===== src/rtl/lshifter_pipe_if.sv =====
// Valid/ready bundle for lshifter_pipe: operand side in, result side out.
interface lshifter_pipe_if #(
    parameter int data_width = 8,
    parameter int shift_len  = 3
);
    logic                  in_valid;
    logic                  in_ready;
    logic [data_width-1:0] data_in;
    logic [shift_len-1:0]  bits;
    logic                  rotate;
    logic                  out_valid;
    logic                  out_ready;
    logic [data_width-1:0] data_out;

    modport master (
        output in_valid, data_in, bits, rotate, out_ready,
        input  in_ready, out_valid, data_out
    );

    modport slave (
        input  in_valid, data_in, bits, rotate, out_ready,
        output in_ready, out_valid, data_out
    );
endinterface


===== src/rtl/lshifter_pipe.sv =====
// lshifter_pipe: left shift/rotate barrel of shift_len registered stages
// with valid/ready flow control on both sides.
module lshifter_pipe #(
    parameter int data_width = 8,
    parameter int shift_len  = 3
) (
    input logic            clk,
    input logic            rst_n,
    lshifter_pipe_if.slave io
);
    localparam int CW_RAW = shift_len * (shift_len - 1) / 2;
    localparam int CW     = (CW_RAW > 0) ? CW_RAW : 1;
    localparam int RW     = (shift_len > 1) ? shift_len - 1 : 1;

    logic [shift_len-1:0]  valid_q, valid_d;
    logic [RW-1:0]         rot_q, rot_d;
    logic [data_width-1:0] data_q [shift_len];
    logic [data_width-1:0] data_d [shift_len];
    logic [CW-1:0]         carry_q, carry_d, carry_en;
    logic [shift_len-1:0]  ready;

    // Stage k keeps only the shift bits still to be applied, packed
    // back to back; the last stage needs no control beyond its valid.
    for (genvar k = 0; k < shift_len; k++) begin : g_st
        localparam int AMT = 1 << k;
        localparam int ROT = AMT % data_width;
        localparam int W   = shift_len - 1 - k;
        localparam int OFF = k * (shift_len - 1) - k * (k - 1) / 2;

        logic                  up_b;
        logic                  up_r;
        logic [data_width-1:0] up_d, up_sh, up_rl;

        if (k == 0) begin : g_head
            assign valid_d[k] = io.in_valid;
            assign up_r       = io.rotate;
            assign up_d       = io.data_in;
            assign up_b       = io.bits[0];
        end else begin : g_body
            assign valid_d[k] = valid_q[k-1];
            assign up_r       = rot_q[k-1];
            assign up_d       = data_q[k-1];
            assign up_b       = carry_q[OFF-W-1];
        end

        if (W > 0) begin : g_carry
            if (k == 0) begin : g_src_in
                assign carry_d[OFF+:W] = io.bits[shift_len-1:1];
            end else begin : g_src_st
                assign carry_d[OFF+:W] = carry_q[OFF-W+:W];
            end
            assign carry_en[OFF+:W] = {W{ready[k]}};
            assign rot_d[k]         = up_r;
        end

        assign up_sh     = up_d << AMT;
        assign up_rl     = (up_d << ROT) | (up_d >> (data_width - ROT));
        assign data_d[k] = !up_b ? up_d : (up_r ? up_rl : up_sh);
    end

    if (CW_RAW == 0) begin : g_single
        assign carry_d  = '0;
        assign carry_en = '0;
        assign rot_d    = '0;
    end

    // Unrolled ready chain: a stage can load unless it and every stage
    // downstream of it is full while the consumer stalls.
    always_comb begin
        logic ready_acc;
        ready     = '0;
        ready_acc = io.out_ready;
        for (int k = shift_len - 1; k >= 0; k--) begin
            ready_acc = !valid_q[k] || ready_acc;
            ready[k]  = ready_acc;
        end
    end

    assign io.in_ready  = ready[0];
    assign io.out_valid = valid_q[shift_len-1];
    assign io.data_out  = data_q[shift_len-1];

    always_ff @(posedge clk or negedge rst_n) begin
        if (!rst_n) begin
            valid_q <= '0;
            rot_q   <= '0;
            carry_q <= '0;
            for (int k = 0; k < shift_len; k++) begin
                data_q[k] <= '0;
            end
        end else begin
            for (int k = 0; k < shift_len; k++) begin
                if (ready[k]) begin
                    valid_q[k] <= valid_d[k];
                    data_q[k]  <= data_d[k];
                end
            end
            for (int k = 0; k < shift_len - 1; k++) begin
                if (ready[k]) begin
                    rot_q[k] <= rot_d[k];
                end
            end
            for (int i = 0; i < CW; i++) begin
                if (carry_en[i]) begin
                    carry_q[i] <= carry_d[i];
                end
            end
        end
    end
endmodule


===== src/flat_wrapper.sv =====
// flat-port wrapper written by rule: the top's interface ports become plain ports
module lshifter_pipe_flat 
#(
    parameter int data_width = 8,
    parameter int shift_len  = 3
)
  (clk, rst_n, io_in_valid, io_data_in, io_bits, io_rotate, io_out_ready, io_in_ready, io_out_valid, io_data_out);
  lshifter_pipe_if #(.data_width(data_width), .shift_len(shift_len)) io_i ();
  input logic clk;
  input logic rst_n;
  input wire logic [$bits(io_i.in_valid)-1:0] io_in_valid;
  input wire logic [$bits(io_i.data_in)-1:0] io_data_in;
  input wire logic [$bits(io_i.bits)-1:0] io_bits;
  input wire logic [$bits(io_i.rotate)-1:0] io_rotate;
  input wire logic [$bits(io_i.out_ready)-1:0] io_out_ready;
  output wire logic [$bits(io_i.in_ready)-1:0] io_in_ready;
  output wire logic [$bits(io_i.out_valid)-1:0] io_out_valid;
  output wire logic [$bits(io_i.data_out)-1:0] io_data_out;
  assign io_i.in_valid = io_in_valid;
  assign io_i.data_in = io_data_in;
  assign io_i.bits = io_bits;
  assign io_i.rotate = io_rotate;
  assign io_i.out_ready = io_out_ready;
  assign io_in_ready = io_i.in_ready;
  assign io_out_valid = io_i.out_valid;
  assign io_data_out = io_i.data_out;
  lshifter_pipe #(.data_width(data_width), .shift_len(shift_len)) u_core (.clk(clk), .rst_n(rst_n), .io(io_i));
endmodule

===== config.mk =====
export PLATFORM = sky130hd
export DESIGN_NAME = lshifter_pipe_flat
export DESIGN_NICKNAME = d
export VERILOG_FILES = /design/src/rtl/lshifter_pipe_if.sv /design/src/rtl/lshifter_pipe.sv /design/src/flat_wrapper.sv
export SDC_FILE = /design/constraint.sdc
export NUM_CORES = 1
export LEC_CHECK = 0
export ABC_AREA = 0
export CORE_MARGIN = 8
export CORE_UTILIZATION = 35
export DETAILED_ROUTE_END_ITERATION = 16
export PLACE_DENSITY = 0.61
export SYNTH_ARGS = -nofsm -noshare
export SYNTH_HDL_FRONTEND = slang
export SYNTH_SLANG_ARGS = --single-unit

===== constraint.sdc =====
create_clock -name clk -period 1.1 [get_ports clk]
set_input_delay 0.165 -clock clk [delete_from_list [all_inputs] [get_ports clk]]
set_output_delay 0.165 -clock clk [all_outputs]
set_load 0.05 [all_outputs]

# ---- Word-level counts from Yosys, hierarchy flattened
# Cells that the tools add are included.
dict set report classes {
  muxes 6
  bitwise 3
  reduce_logical 6
}
# cell count
set ops {}
lappend ops {{two-way mux 8 bit} 6}
lappend ops {{OR 8 x 1 -> 8 bit} 1}
lappend ops {{OR 8 x 2 -> 8 bit} 1}
lappend ops {{OR 8 x 4 -> 8 bit} 1}
lappend ops {{logical NOT 1 bit} 3}
lappend ops {{logical OR 1 bit} 3}
dict set report word_totals {
  ff_bits 32
  in_bits 16
  out_inout_bits 10
  wordCells 25
}

# ---- Depth between registers and ports, before layout
dict set report depth {
  ltp_word 4
  ltp_mapped 4
}

# ---- Least setup slack after synthesis
# OpenSTA, ideal clock, no wires.
dict set report synth_timing {
  path_kind {flip-flop to flip-flop}
  startpoint {register u_core.valid_q[2]}
  endpoint {register u_core.data_q (netlist bit u_core.g_st[1].up_d[7])}
  arrival_time_ps 1316
  slack_ps -357
  stages_incl_launch_ff 5
  path_cell_list {dfrtp_1 > nand4b_2 > buf_2 > nor2_1 > a21oi_1}
}
dict set report synth_via {
  elab_chain_len 4
}
# element line
set synth_lines {}
lappend synth_lines {{from (decl)} lshifter_pipe.sv:15} ;# logic [shift_len-1:0] valid_q, valid_d;
lappend synth_lines {{from (signal, indexed assignment)} lshifter_pipe.sv:94} ;# valid_q[k] <= valid_d[k];
lappend synth_lines {{logical NOT 1 bit} lshifter_pipe.sv:74} ;# ready_acc = !valid_q[k] || ready_acc;
lappend synth_lines {{logical OR 1 bit (3 in a row)} lshifter_pipe.sv:74}
lappend synth_lines {{via io_in_ready} flat_wrapper.sv:16} ;# output wire logic [$bits(io_i.in_ready)-1:0] io_in_ready;
lappend synth_lines {{to (signal, indexed assignment)} lshifter_pipe.sv:95} ;# data_q[k] <= data_d[k];
lappend synth_lines {{to (decl)} lshifter_pipe.sv:17} ;# logic [data_width-1:0] data_q [shift_len];
# The timed path passes the listed nets, and every way through them passes these cells.
# A chain may end at the register's enable or synchronous reset.

# ---- Final worst setup path
dict set report layout_timing {
  startpoint {register u_core.valid_q[1]}
  endpoint {output io_in_ready}
}
dict set report layout_via {
  elab_chain_len 3
}
# element line
set layout_lines {}
lappend layout_lines {{logical NOT 1 bit} lshifter_pipe.sv:74}
lappend layout_lines {{logical OR 1 bit (2 in a row)} lshifter_pipe.sv:74}
lappend layout_lines {{to (decl)} flat_wrapper.sv:16}
# No other way between the ends.

==> metrics <==
Fin. Hold Viols=0; maxcap violations=0; Setup WS pre-CTS=-369 ps; Fmax=0.799 GHz; Synth area leaders=dfrtp_1 56%, mux2i_1 12%, a21oi_1 5.6%; worst setup margin=-151 ps; Rows=23; Starting Density=0.359; Vias=roughly 1100; crit end category=output port; failing checks=setup timing; Clock Sinks=32; Tcrit/Tclk final=1.14; post-route ant nets=0; Yosys warning count=0; placed inst area=between 0.0015 and 0.002 mm^2; Detailed Route WL=about 3.1 mm; Antenna Cells=0; antenna violations before repair=0; boundary pin count=26; Cell Pwr Density=between 1500 and 2000 mW/mm^2; Leak Pwr=between 0.9 and 1 nW; grt total ovfl=0; sequential area share after synthesis=0.561; RSZ-0062 raised after global routing=yes; Syn Nets=between 100 and 150; Final Wtd Congestion=0.760; placed insts=209; # port buffers=25; DRT iter0 DRCs=60; fin area=approximately 0.0021 mm^2; area grow syn2layout=48.6%; worst r2r src=u_core.valid_q[2]; final setup TNS=-1270 ps; slew margin rel.=0.832; drt via density=just under 5; hold buffer count at cts=0; WS Path Type=reg2out; Worst setup SP type=flip-flop; synthesized flop and latch total=32; post-synth cell types=18; Setup crit start=u_core.valid_q[1]; Yosys top cell by area=dfrtp_1; Worst EP required=940 ps; H-tree level count=2; nets@finish=between 150 and 200; Num CTS Buffers=5; final setup vio count=21; Tightest Pin Transition=roughly 250 ps; Hold WC Path Type=in2async; largest net degree at the start of global routing=33; Skew-Pair Late Insertion Delay=about 270 ps; DRC Markers=0; Tot GR Track Use=0.107; die width=roughly 80 um; vias in the first global route=1175; Worst Skew=between 3 and 4 ps; layout cells sized above 1=0.320; routed len/inst=roughly 14 um; CP arrival=between 1000 and 1500 ps; Synth Cell Area=between 0.001 and 0.0015 mm^2; post-layout total power=around 3.8 mW; Final Util=0.534; Final HPWL DP=2.23 mm; worst-path fanout max=2; syn_area_per_cell=roughly 11 um^2; top cell type's share of synthesized area=0.561; core area=between 0.003 and 0.004 mm^2; minimum clock period=about 1300 ps; clk root buf=clkbuf_8; Die H=around 80 um; fin. max-slew vios=0; CTS tree=yes; Max VDD drop=0.682 mV; Syn Inst Count=between 100 and 150; die area=0.00637 mm^2; status=finished, violations left; clock buffer depth=2; first-pass GRT wire length=5.40 mm; post-route insts no fill=approximately 230; hold_ws=around 260 ps; drt pass-1 iters=4; CTS clock-pin slew for the worst setup and hold paths=~60 ps
==> worst max-delay path, stage by stage (launching register included) <==
cell and delay (ps):
dfrtp_1 390, nand4b_4 140, buf_6 150, buf_12 140
==> placed cells by master, fill, tap and decap left out, types with 6 or more instances in the layout <==
cell type,netlist,routed
dfrtp_1,32,29
mux2i_1,17,17
buf_4,0,15
nor2_1,16,14
a21oi_1,16,14
clkdlybuf4s50_1,0,14
buf_12,0,11
nand2_1,8,8
nor2b_1,7,7
a31oi_1,7,7
clkbuf_8,0,6
==> path summary, 6_finish.rpt <==
path                                    endpoint  slack, ps  cells after the start
max                                  io_in_ready       -150                      3
min                        u_core.io.data_out[2]        260                      2
max reg2reg                    u_core.carry_q[1]       -130                      4
min reg2reg                    u_core.valid_q[1]        520                      1
max in group asynchronous      u_core.carry_q[0]        660                      2
min in group clk               u_core.valid_q[0]        450                      2
==> power breakdown <==
part / total [mW] / switching (mW) / internal (mW)
combinational: 1.32 / 0.628 / 0.692
clock: 0.896 / 0.386 / 0.509
sequential: 1.63 / 0.233 / 1.40
total: 3.85 / 1.25 / 2.60
==> registers in the layout, summed over array words and instances, names as in the netlist <==
register,count
u_core.g_st.up_d,16
u_core.carry_q,3
u_core.rot_q,2
u_core.valid_q,3
u_core.io.data_out,8
==> final cells by class <==
| class | instances | area, um^2 |
|---|---|---|
| Clock buffer | 8 | 90.1 |
| Timing Repair Buffer | 44 | 519 |
| Tap cell | 50 | 62.6 |
| Multi-Input combinational cell | 91 | 643 |
| Fill cell | 349 | 1850 |
| Sequential cell | 32 | 805 |
==> cells in the mapped netlist <==
cell type,instances
nor2_1,16
or2_2,1
dfrtp_1,32
nand4b_2,1
o21ai_0,8
and2b_1,1
buf_2,5
mux2i_1,17
clkbuf_2,1
mux2_2,3
nand2_1,8
a21oi_1,16
nand2b_1,2
nor2b_1,7
a31oi_1,7
mux2_4,2
buf_6,1
nand3b_2,1
==> routing by layer <==
metal	track usage	vias up	wire, um
met3	0.0428	6	235
met4	0.0418	0	43
li1	-	546	-
met5	0	-	0
met2	0.186	34	1590
met1	0.114	524	1260
==> repair_timing <==
item	CTS	global route
pin swaps	1	2
buffers inserted	4	3
gates resized for setup	5	13
gates cloned	1	0
endpoints found under the setup margin	12	29
endpoints found under the hold margin	0	0
==> kinds of logic (layout without fill, tap and decap cells) <==
| family | count (synthesis) | after routing | synth area share |
|---|---|---|---|
| muxes | 22 | 22 | 0.164 |
| and+or+nand+nor | 37 | 38 | 0.131 |
| DFF | 32 | 32 | 0.561 |
| buffers and inverters | 7 | 52 | 0.0289 |
| AOI/OAI and AO/OA | 31 | 31 | 0.115 |
No activity file was read; power rests on OpenSTA's default activity.
